`config.mk`:
```
export PLATFORM = sky130hd
export DESIGN_NAME = trap_sequencer
export DESIGN_NICKNAME = d
export VERILOG_FILES = /design/src/rtl/trap_sequencer.sv
export SDC_FILE = /design/constraint.sdc
export NUM_CORES = 1
export LEC_CHECK = 0
export CAP_MARGIN = 0
export CORE_ASPECT_RATIO = 1.4
export CORE_MARGIN = 4
export CORE_UTILIZATION = 23
export CTS_BUF_LIST = sky130_fd_sc_hd__clkbuf_8
export CTS_CLUSTER_SIZE = 16
export DETAILED_ROUTE_END_ITERATION = 8
export PLACE_DENSITY_LB_ADDON = 0.25
export SETUP_SLACK_MARGIN = 0.05
export SKIP_CTS_REPAIR_TIMING = 1
export SYNTH_ARGS = -nofsm -noshare
export SYNTH_HDL_FRONTEND = slang
export SYNTH_SLANG_ARGS = --single-unit
```
`constraint.sdc`:
```
create_clock -name clk -period 3.1 [get_ports clk]
set_input_delay 0.775 -clock clk [delete_from_list [all_inputs] [get_ports clk]]
set_output_delay 0.775 -clock clk [all_outputs]
set_load 0.02 [all_outputs]
```
`src/rtl/trap_sequencer.sv`:
```
// Trap controller: accepts one exception or mret, then drives mepc/mcause/mtval/mstatus
// over a shared CSR write port, redirects the PC once and updates the privilege level.
package ExceptStruct;
    typedef struct packed {
        logic        except;
        logic [63:0] epc;
        logic [63:0] ecause;
        logic [63:0] etval;
    } ExceptPack;
endpackage

module trap_sequencer #(
    parameter logic [1:0] RESET_PRIV = 2'b11,
    parameter bit         WRITE_TVAL = 1'b1
) (
    input  logic                    clk,
    input  logic                    rstn,
    input  ExceptStruct::ExceptPack except_i,
    input  logic                    mret_i,
    input  logic [63:0]             mstatus_i,
    input  logic [63:0]             mtvec_i,
    input  logic [63:0]             mepc_i,
    output logic                    busy_o,
    output logic                    flush_o,
    output logic                    csr_we_o,
    output logic [11:0]             csr_addr_o,
    output logic [63:0]             csr_wdata_o,
    output logic                    redirect_valid_o,
    output logic [63:0]             redirect_pc_o,
    output logic [1:0]              priv_o
);

    typedef enum logic [2:0] {
        IDLE, W_EPC, W_CAUSE, W_TVAL, W_STATUS, R_STATUS, REDIR
    } state_t;

    state_t      r_state, w_next;
    logic [63:0] r_epc, r_ecause, r_etval, r_target;
    logic [1:0]  r_prev_priv, r_nextpriv, r_priv;
    logic        r_busy, r_flush, r_we, r_rv;
    logic [11:0] r_addr;
    logic [63:0] r_wdata, r_rpc;

    logic        w_flush, w_we, w_rv, w_latch;
    logic [11:0] w_addr;
    logic [63:0] w_wdata, w_rpc, w_target;
    logic [1:0]  w_nextpriv, w_priv;

    // Trap entry: MPIE <- MIE, MIE <- 0, MPP <- privilege the trap came from.
    function automatic logic [63:0] status_on_trap(input logic [63:0] s, input logic [1:0] pp);
        logic [63:0] r;
        r        = s;
        r[7]     = s[3];
        r[3]     = 1'b0;
        r[12:11] = pp;
        return r;
    endfunction

    function automatic logic [63:0] status_on_mret(input logic [63:0] s);
        logic [63:0] r;
        r        = s;
        r[3]     = s[7];
        r[7]     = 1'b1;
        r[12:11] = 2'b00;
        return r;
    endfunction

    always_ff @(posedge clk or negedge rstn) begin
        if (!rstn) r_state <= IDLE;
        else       r_state <= w_next;
    end

    always_comb begin
        w_next     = r_state;
        w_flush    = 1'b0;
        w_we       = 1'b0;
        w_addr     = 12'h000;
        w_wdata    = 64'd0;
        w_rv       = 1'b0;
        w_rpc      = 64'd0;
        w_latch    = 1'b0;
        w_target   = r_target;
        w_nextpriv = r_nextpriv;
        w_priv     = r_priv;
        case (r_state)
            IDLE: begin
                if (except_i.except) begin
                    w_next  = W_EPC;
                    w_flush = 1'b1;
                    w_latch = 1'b1;
                end else if (mret_i) begin
                    w_next  = R_STATUS;
                    w_flush = 1'b1;
                end
            end
            W_EPC: begin
                w_we    = 1'b1;
                w_addr  = 12'h341;
                w_wdata = r_epc;
                w_next  = W_CAUSE;
            end
            W_CAUSE: begin
                w_we    = 1'b1;
                w_addr  = 12'h342;
                w_wdata = r_ecause;
                w_next  = WRITE_TVAL ? W_TVAL : W_STATUS;
            end
            W_TVAL: begin
                w_we    = 1'b1;
                w_addr  = 12'h343;
                w_wdata = r_etval;
                w_next  = W_STATUS;
            end
            W_STATUS: begin
                w_we       = 1'b1;
                w_addr     = 12'h300;
                w_wdata    = status_on_trap(mstatus_i, r_prev_priv);
                w_target   = mtvec_i & ~64'h3;
                w_nextpriv = 2'b11;
                w_next     = REDIR;
            end
            R_STATUS: begin
                w_we       = 1'b1;
                w_addr     = 12'h300;
                w_wdata    = status_on_mret(mstatus_i);
                w_target   = mepc_i;
                w_nextpriv = mstatus_i[12:11];
                w_next     = REDIR;
            end
            REDIR: begin
                w_rv   = 1'b1;
                w_rpc  = r_target;
                w_priv = r_nextpriv;
                w_next = IDLE;
            end
            default: w_next = IDLE;
        endcase
    end

    // Registered outputs and the latched exception pack.
    always_ff @(posedge clk or negedge rstn) begin
        if (!rstn) begin
            r_epc       <= 64'd0;
            r_ecause    <= 64'd0;
            r_etval     <= 64'd0;
            r_prev_priv <= 2'b00;
            r_target    <= 64'd0;
            r_nextpriv  <= 2'b00;
            r_priv      <= RESET_PRIV;
            r_busy      <= 1'b0;
            r_flush     <= 1'b0;
            r_we        <= 1'b0;
            r_addr      <= 12'h000;
            r_wdata     <= 64'd0;
            r_rv        <= 1'b0;
            r_rpc       <= 64'd0;
        end else begin
            if (w_latch) begin
                r_epc       <= except_i.epc;
                r_ecause    <= except_i.ecause;
                r_etval     <= except_i.etval;
                r_prev_priv <= r_priv;
            end
            r_target   <= w_target;
            r_nextpriv <= w_nextpriv;
            r_priv     <= w_priv;
            r_busy     <= (w_next != IDLE);
            r_flush    <= w_flush;
            r_we       <= w_we;
            r_addr     <= w_addr;
            r_wdata    <= w_wdata;
            r_rv       <= w_rv;
            r_rpc      <= w_rpc;
        end
    end

    assign busy_o           = r_busy;
    assign flush_o          = r_flush;
    assign csr_we_o         = r_we;
    assign csr_addr_o       = r_addr;
    assign csr_wdata_o      = r_wdata;
    assign redirect_valid_o = r_rv;
    assign redirect_pc_o    = r_rpc;
    assign priv_o           = r_priv;

endmodule

```
==> results.cfg, run 1 <==
[logic_synthesis]
synth_area_um2 = 16800
yosys_register_bits = 401
yosys_warnings = 0
yosysTopAreaCell = dfrtp_1
ys_seq_area_frac = 0.596
synth_top_area_frac = 0.593
netlist_instances = 1124
netlist_top_cells_area = dfrtp_1 59%, mux2_2 14%, mux2_1 11%, a221o_1 2.9%, nor4bb_1 2.9%
syn_avg_cell_area_um2 = 15.0
synth.distinct_cells = 34

[floorplanning]
core_area_um2 = 72600
rows = 117
fp.dieArea_um2 = 77700
die_x_um = 237
io_pins = 534
chipHeight_um = 328
start_util = 0.232

[sta]
fmax_ghz = 0.383
maxSlewHeadroom = 0.199
period_needed_ps = 2610
finalMaxSlewViolations = 0
tns_ps = 0
worstMarginPinSlew_ps = 1200
finalSetupViolations = 0
period_share = 0.841
hold_viol = 0
grt_setup_unrepaired = no
skew_ps = 30.1

[cts]
cts_tree = done
clock-root-buffer = clkbuf_8
clock_latency_ps = 640
cts_buffer_depth = 3
htree_num_levels = 3
cts_sinks = 401
clk_pin_slew_ps = 60
numCtsBuffers = 69

[critical_path]
required_ps = 2320
path_cells = clkdlybuf4s50_1
slowest_delay_ps = 660
cp-end-kind = primary output
path_max_fanout = 3
slowest_stage = clkdlybuf4s50_1
critPathKind = reg2out
worst-path-buf-inv = 1
crit_family = buffers and inverters
startpoint = priv_o[1]$_DFFE_PN1P_
cp.arrival_ps = 1830
critPathLaunchType = flop
reg2reg_from = r_state[2]$_DFF_PN0_

[drt]
wl_um = 54600
drc = 0
initialDrtViolationCount = 270
num_vias = 11421
drtPass1Iterations = 6
vias_per_cell = 4.26
drtAntennaViolNets = 0
wl_per_cell_um = 20.4

[layout]
fin_area_um2 = 24700
final.fill_count = 7238
multi_input_area_um2 = 6310
final_nets = 2050
drive_gt1_frac = 0.211
regArea_um2 = 10000
final_cell_count_no_fill = 2679
syn_to_final_growth_pct = 46.8

[hold_path]
hold_class = in2async

[power_and_ir_drop]
p_comb_frac = 0.406
swShare = 0.333
p_leak_nw = 10.2
p_sw_w = 0.00767
sequentialPowerShare = 0.378
internal_power_w = 0.0154
clockPowerShare = 0.216
irDropWorstVdd_mv = 0.443
powerDensity_nw_per_um2 = 932

[global_route]
grt_max_degree = 102
grt_remaining_overflow = 0
first_global_vias = 12863
grt_usage = 0.137
antenna_found_initial = 15
grt_pass1_wl_um = 81100

[place]
dpl.hpwl_um = 38700
portBuffers = 524
dp_cells = 2543
placed_cell_area_um2 = 23200
gp_congestion = 0.777

[run_status]
status = complete, no violations

[flow_run]
maxCapViolations = 0
## placed cells by master (no fill, tap or decap), types with 5 or more instances in the layout
cell type,Yosys,layout
nor2_1,6,6
and2_1,64,64
nor4bb_1,48,48
conb_1,1,7
clkinv_2,0,6
mux2_1,160,160
clkdlybuf4s50_1,0,523
mux2i_1,20,20
nand4bb_1,13,13
buf_12,0,13
buf_4,25,22
mux2_2,210,210
inv_1,4,21
dfrtp_1,399,396
nand2b_1,5,5
clkbuf_8,0,92
o211ai_1,12,12
nand3b_1,13,13
a221o_1,48,48
diode_2,0,14
## area by class of cell
cell class / count / area share
Clock buffer: 92 / 0.0512
Inverter: 4 / 0.000608
Multi-Input combinational cell: 627 / 0.256
Tap cell: 952 / 0.0482
Antenna cell: 14 / 0.00142
Timing Repair Buffer: 559 / 0.230
Clock inverter: 30 / 0.00678
Sequential cell: 401 / 0.407
## stage by stage
stage / hold WS [ps] / setup WS, ps / power, W / utilization
finish: 79.1 / 492 / 0.0230 / 0.340
global route: 53.9 / 382 / 0.0246 / 0.340
CTS: 36.7 / 346 / 0.0236 / 0.340
detailed placement: 457 / 322 / 0.0184 / 0.320
global placement: 455 / 366 / 0.0182 / 0.320
floorplan: 449 / 1230 / 0.0144 / -
## routing by layer
layer	vias up	part of all wire	track usage
met1	5725	0.39	0.155
met4	6	0.031	0.0608
met3	97	0.082	0.0526
li1	5177	-	-
met2	416	0.50	0.230
met5	-	0.00062	0
## path summary, 6_finish.rpt
check,end,slack (ps),depth (start not counted)
setup reg to reg,csr_wdata_o[8]$_DFF_PN0_,820,4
min in group clk,redirect_pc_o[18]$_DFF_PN0_,460,1
hold / removal,redirect_pc_o[7]$_DFF_PN0_,80,1
max in group asynchronous,r_ecause[24]$_DFFE_PN0P_,2000,2
hold reg to reg,redirect_pc_o[18]$_DFF_PN0_,460,1
setup / recovery,priv_o[1],490,1
## power by group through the flow
stage	clock network [W]	logic [W]	registers, W
final	0.00497	0.00935	0.00871
after global routing	0.00545	0.0101	0.00900
after CTS	0.00524	0.00966	0.00874
after detailed placement	0	0.00962	0.00883
after global placement	0	0.00947	0.00872
after floorplan	0	0.00524	0.00921
## state kept, by name (all words and copies together) (netlist names), 2 cells and up
name	count
csr_wdata_o	64
r_ecause	64
r_epc	64
r_etval	64
r_target	64
redirect_pc_o	64
csr_addr_o	4
r_state	3
priv_o	2
r_nextpriv	2
r_prev_priv	2
## cells in the mapped netlist
master / number
o221ai_1: 3
nand3b_1: 13
xnor2_1: 1
clkbuf_1: 38
o22ai_1: 1
nand2_1: 4
nand2b_1: 5
buf_1: 3
o211ai_1: 12
a22oi_1: 1
inv_1: 4
buf_4: 25
and3b_1: 1
mux2_2: 210
nor4b_4: 1
mux2i_1: 20
nor3_1: 1
conb_1: 1
dfrtp_1: 399
o31a_1: 1
or4bb_1: 1
nor2b_1: 1
a221o_1: 48
nor4bb_1: 48
buf_2: 32
nand4bb_1: 13
mux2_1: 160
and2_1: 64
or3b_2: 1
dfstp_2: 2
nor4_1: 1
nor2_1: 6
or2_2: 1
o21bai_1: 2
## logic make-up after synthesis
group	after synthesis	synth area share
compound gates	68	0.0377
simple gates	161	0.0754
xor+xnor	1	0.000520
other cells	1	0.000223
mux	390	0.259
flops	401	0.596
buf+inv	102	0.0307
Power figures use the tool's default switching activity.
==> inputs of run 2 (changes only) <==
==> constraint.sdc (replaced) <==
create_clock -name clk -period 2.1 [get_ports clk]
set_input_delay 0.525 -clock clk [delete_from_list [all_inputs] [get_ports clk]]
set_output_delay 0.525 -clock clk [all_outputs]
set_load 0.02 [all_outputs]
==> results.cfg, run 2 (same netlist as run 1, synthesis figures left out) <==
[run_status]
status = complete, no violations

[sta]
maxSlewHeadroom = 0.593
period_needed_ps = 1910
skew_ps = 18.5
finalMaxSlewViolations = 0
fmax_ghz = 0.523
worstMarginPinSlew_ps = 610
period_share = 0.910
finalSetupViolations = 0
hold_viol = 0
hold_slack_ps = 449
grt_setup_unrepaired = no
worst_slack_ps = 189

[floorplanning]
core_area_um2 = 72600
io_pins = 534
fp.dieArea_um2 = 77700
rows = 117
chipHeight_um = 328
start_util = 0.232
die_x_um = 237

[critical_path]
r2r_setup_slack_ps = 200
worst-path-buf-inv = 1
critPathLaunchType = flop
cp.arrival_ps = 1390
r2r_cells = 4
path_max_fanout = 3
crit_family = flip-flops
critPathKind = reg2out
required_ps = 1570
r2r-end = r_ecause[30]$_DFFE_PN0P_
path_cells = clkbuf_2
slowest_delay_ps = 550
reg2reg_from = r_state[1]$_DFF_PN0_
slowest_stage = dfstp_2
cp-end-kind = primary output

[global_route]
grt_usage = 0.137
grt_remaining_overflow = 0
use_met1 = 0.153
grt-busiest-layer = met2
grt_max_degree = 65
grt_pass1_wl_um = 81600
grtUsageMet2 = 0.237
grt_util_met3 = 0.0504
antenna_found_initial = 9
first_global_vias = 12961

[cts]
cts_buffer_depth = 3
clock-root-buffer = clkbuf_8
clk_pin_slew_ps = 60
cts_sinks = 401
cts_tree = done
numCtsBuffers = 71
htree_num_levels = 3
clock_latency_ps = 620

[power_and_ir_drop]
totalPowerFinal_w = 0.0340
powerDensity_nw_per_um2 = 1350
p_leak_nw = 12.4
irDropWorstVdd_mv = 0.606

[drt]
vias_per_cell = 4.27
drtPass1Iterations = 4
wl_um = 54900
wl_per_cell_um = 20.4
drc = 0
initialDrtViolationCount = 340
num_vias = 11503
drtAntennaViolNets = 0

[place]
pre_cts_ws_ps = -193
placed_cell_area_um2 = 23500
dp_cells = 2559
portBuffers = 524
dpl.hpwl_um = 39600
gp_congestion = 0.771

[layout]
fin_area_um2 = 25300
drive_gt1_frac = 0.218
final_nets = 2069
final_common_cell = dfrtp_1
syn_to_final_growth_pct = 50.1
final_cell_mix = 396 x dfrtp_1, 384 x clkdlybuf4s50_1, 210 x mux2_2
final_cell_count_no_fill = 2692

[flow_run]
maxCapViolations = 0

[hold_path]
hold_class = in2async
run 2: where the power goes:
group          switching (W)  internal (W)
sequential           0.00152        0.0113
combinational        0.00647       0.00731
clock                0.00329       0.00412
total                 0.0113        0.0228
run 2: final cells by class:
| cell class | instances | area [um^2] |
|---|---|---|
| Fill cell | 7190 | 47300 |
| Sequential cell | 401 | 10000 |
| Multi-Input combinational cell | 627 | 6310 |
| Timing Repair Buffer | 576 | 6240 |
| Clock buffer | 91 | 1250 |
| Tap cell | 952 | 1190 |
| Clock inverter | 33 | 196 |
| Antenna cell | 8 | 20.0 |
| Inverter | 4 | 15.0 |
run 2: layer usage:
layer,share of wire,wire [um]
met1,0.38,21100
met2,0.51,28100
met3,0.077,4230
met4,0.027,1490
met5,0.00024,13
run 2: worst max-delay path by stage:
stage | from | to | slack (ps) | depth (start not counted)
after floorplan | r_state[1]$_DFF_PN0_ | r_epc[10]$_DFFE_PN0P_ | 390 | 5
after global placement | except_i[192] | r_etval[63]$_DFFE_PN0P_ | -160 | 5
after detailed placement | except_i[192] | r_ecause[30]$_DFFE_PN0P_ | -190 | 5
after CTS | priv_o[1]$_DFFE_PN1P_ | priv_o[1] | -420 | 1
after global routing | priv_o[1]$_DFFE_PN1P_ | priv_o[1] | 70 | 1
final | priv_o[1]$_DFFE_PN1P_ | priv_o[1] | 190 | 1
run 2: stage by stage:
stage / setup TNS [ps] / util
floorplan: 0 / -
global placement: -19980 / 0.323
detailed placement: -26810 / 0.323
CTS: -16090 / 0.343
global route: 0 / 0.348
finish: 0 / 0.348
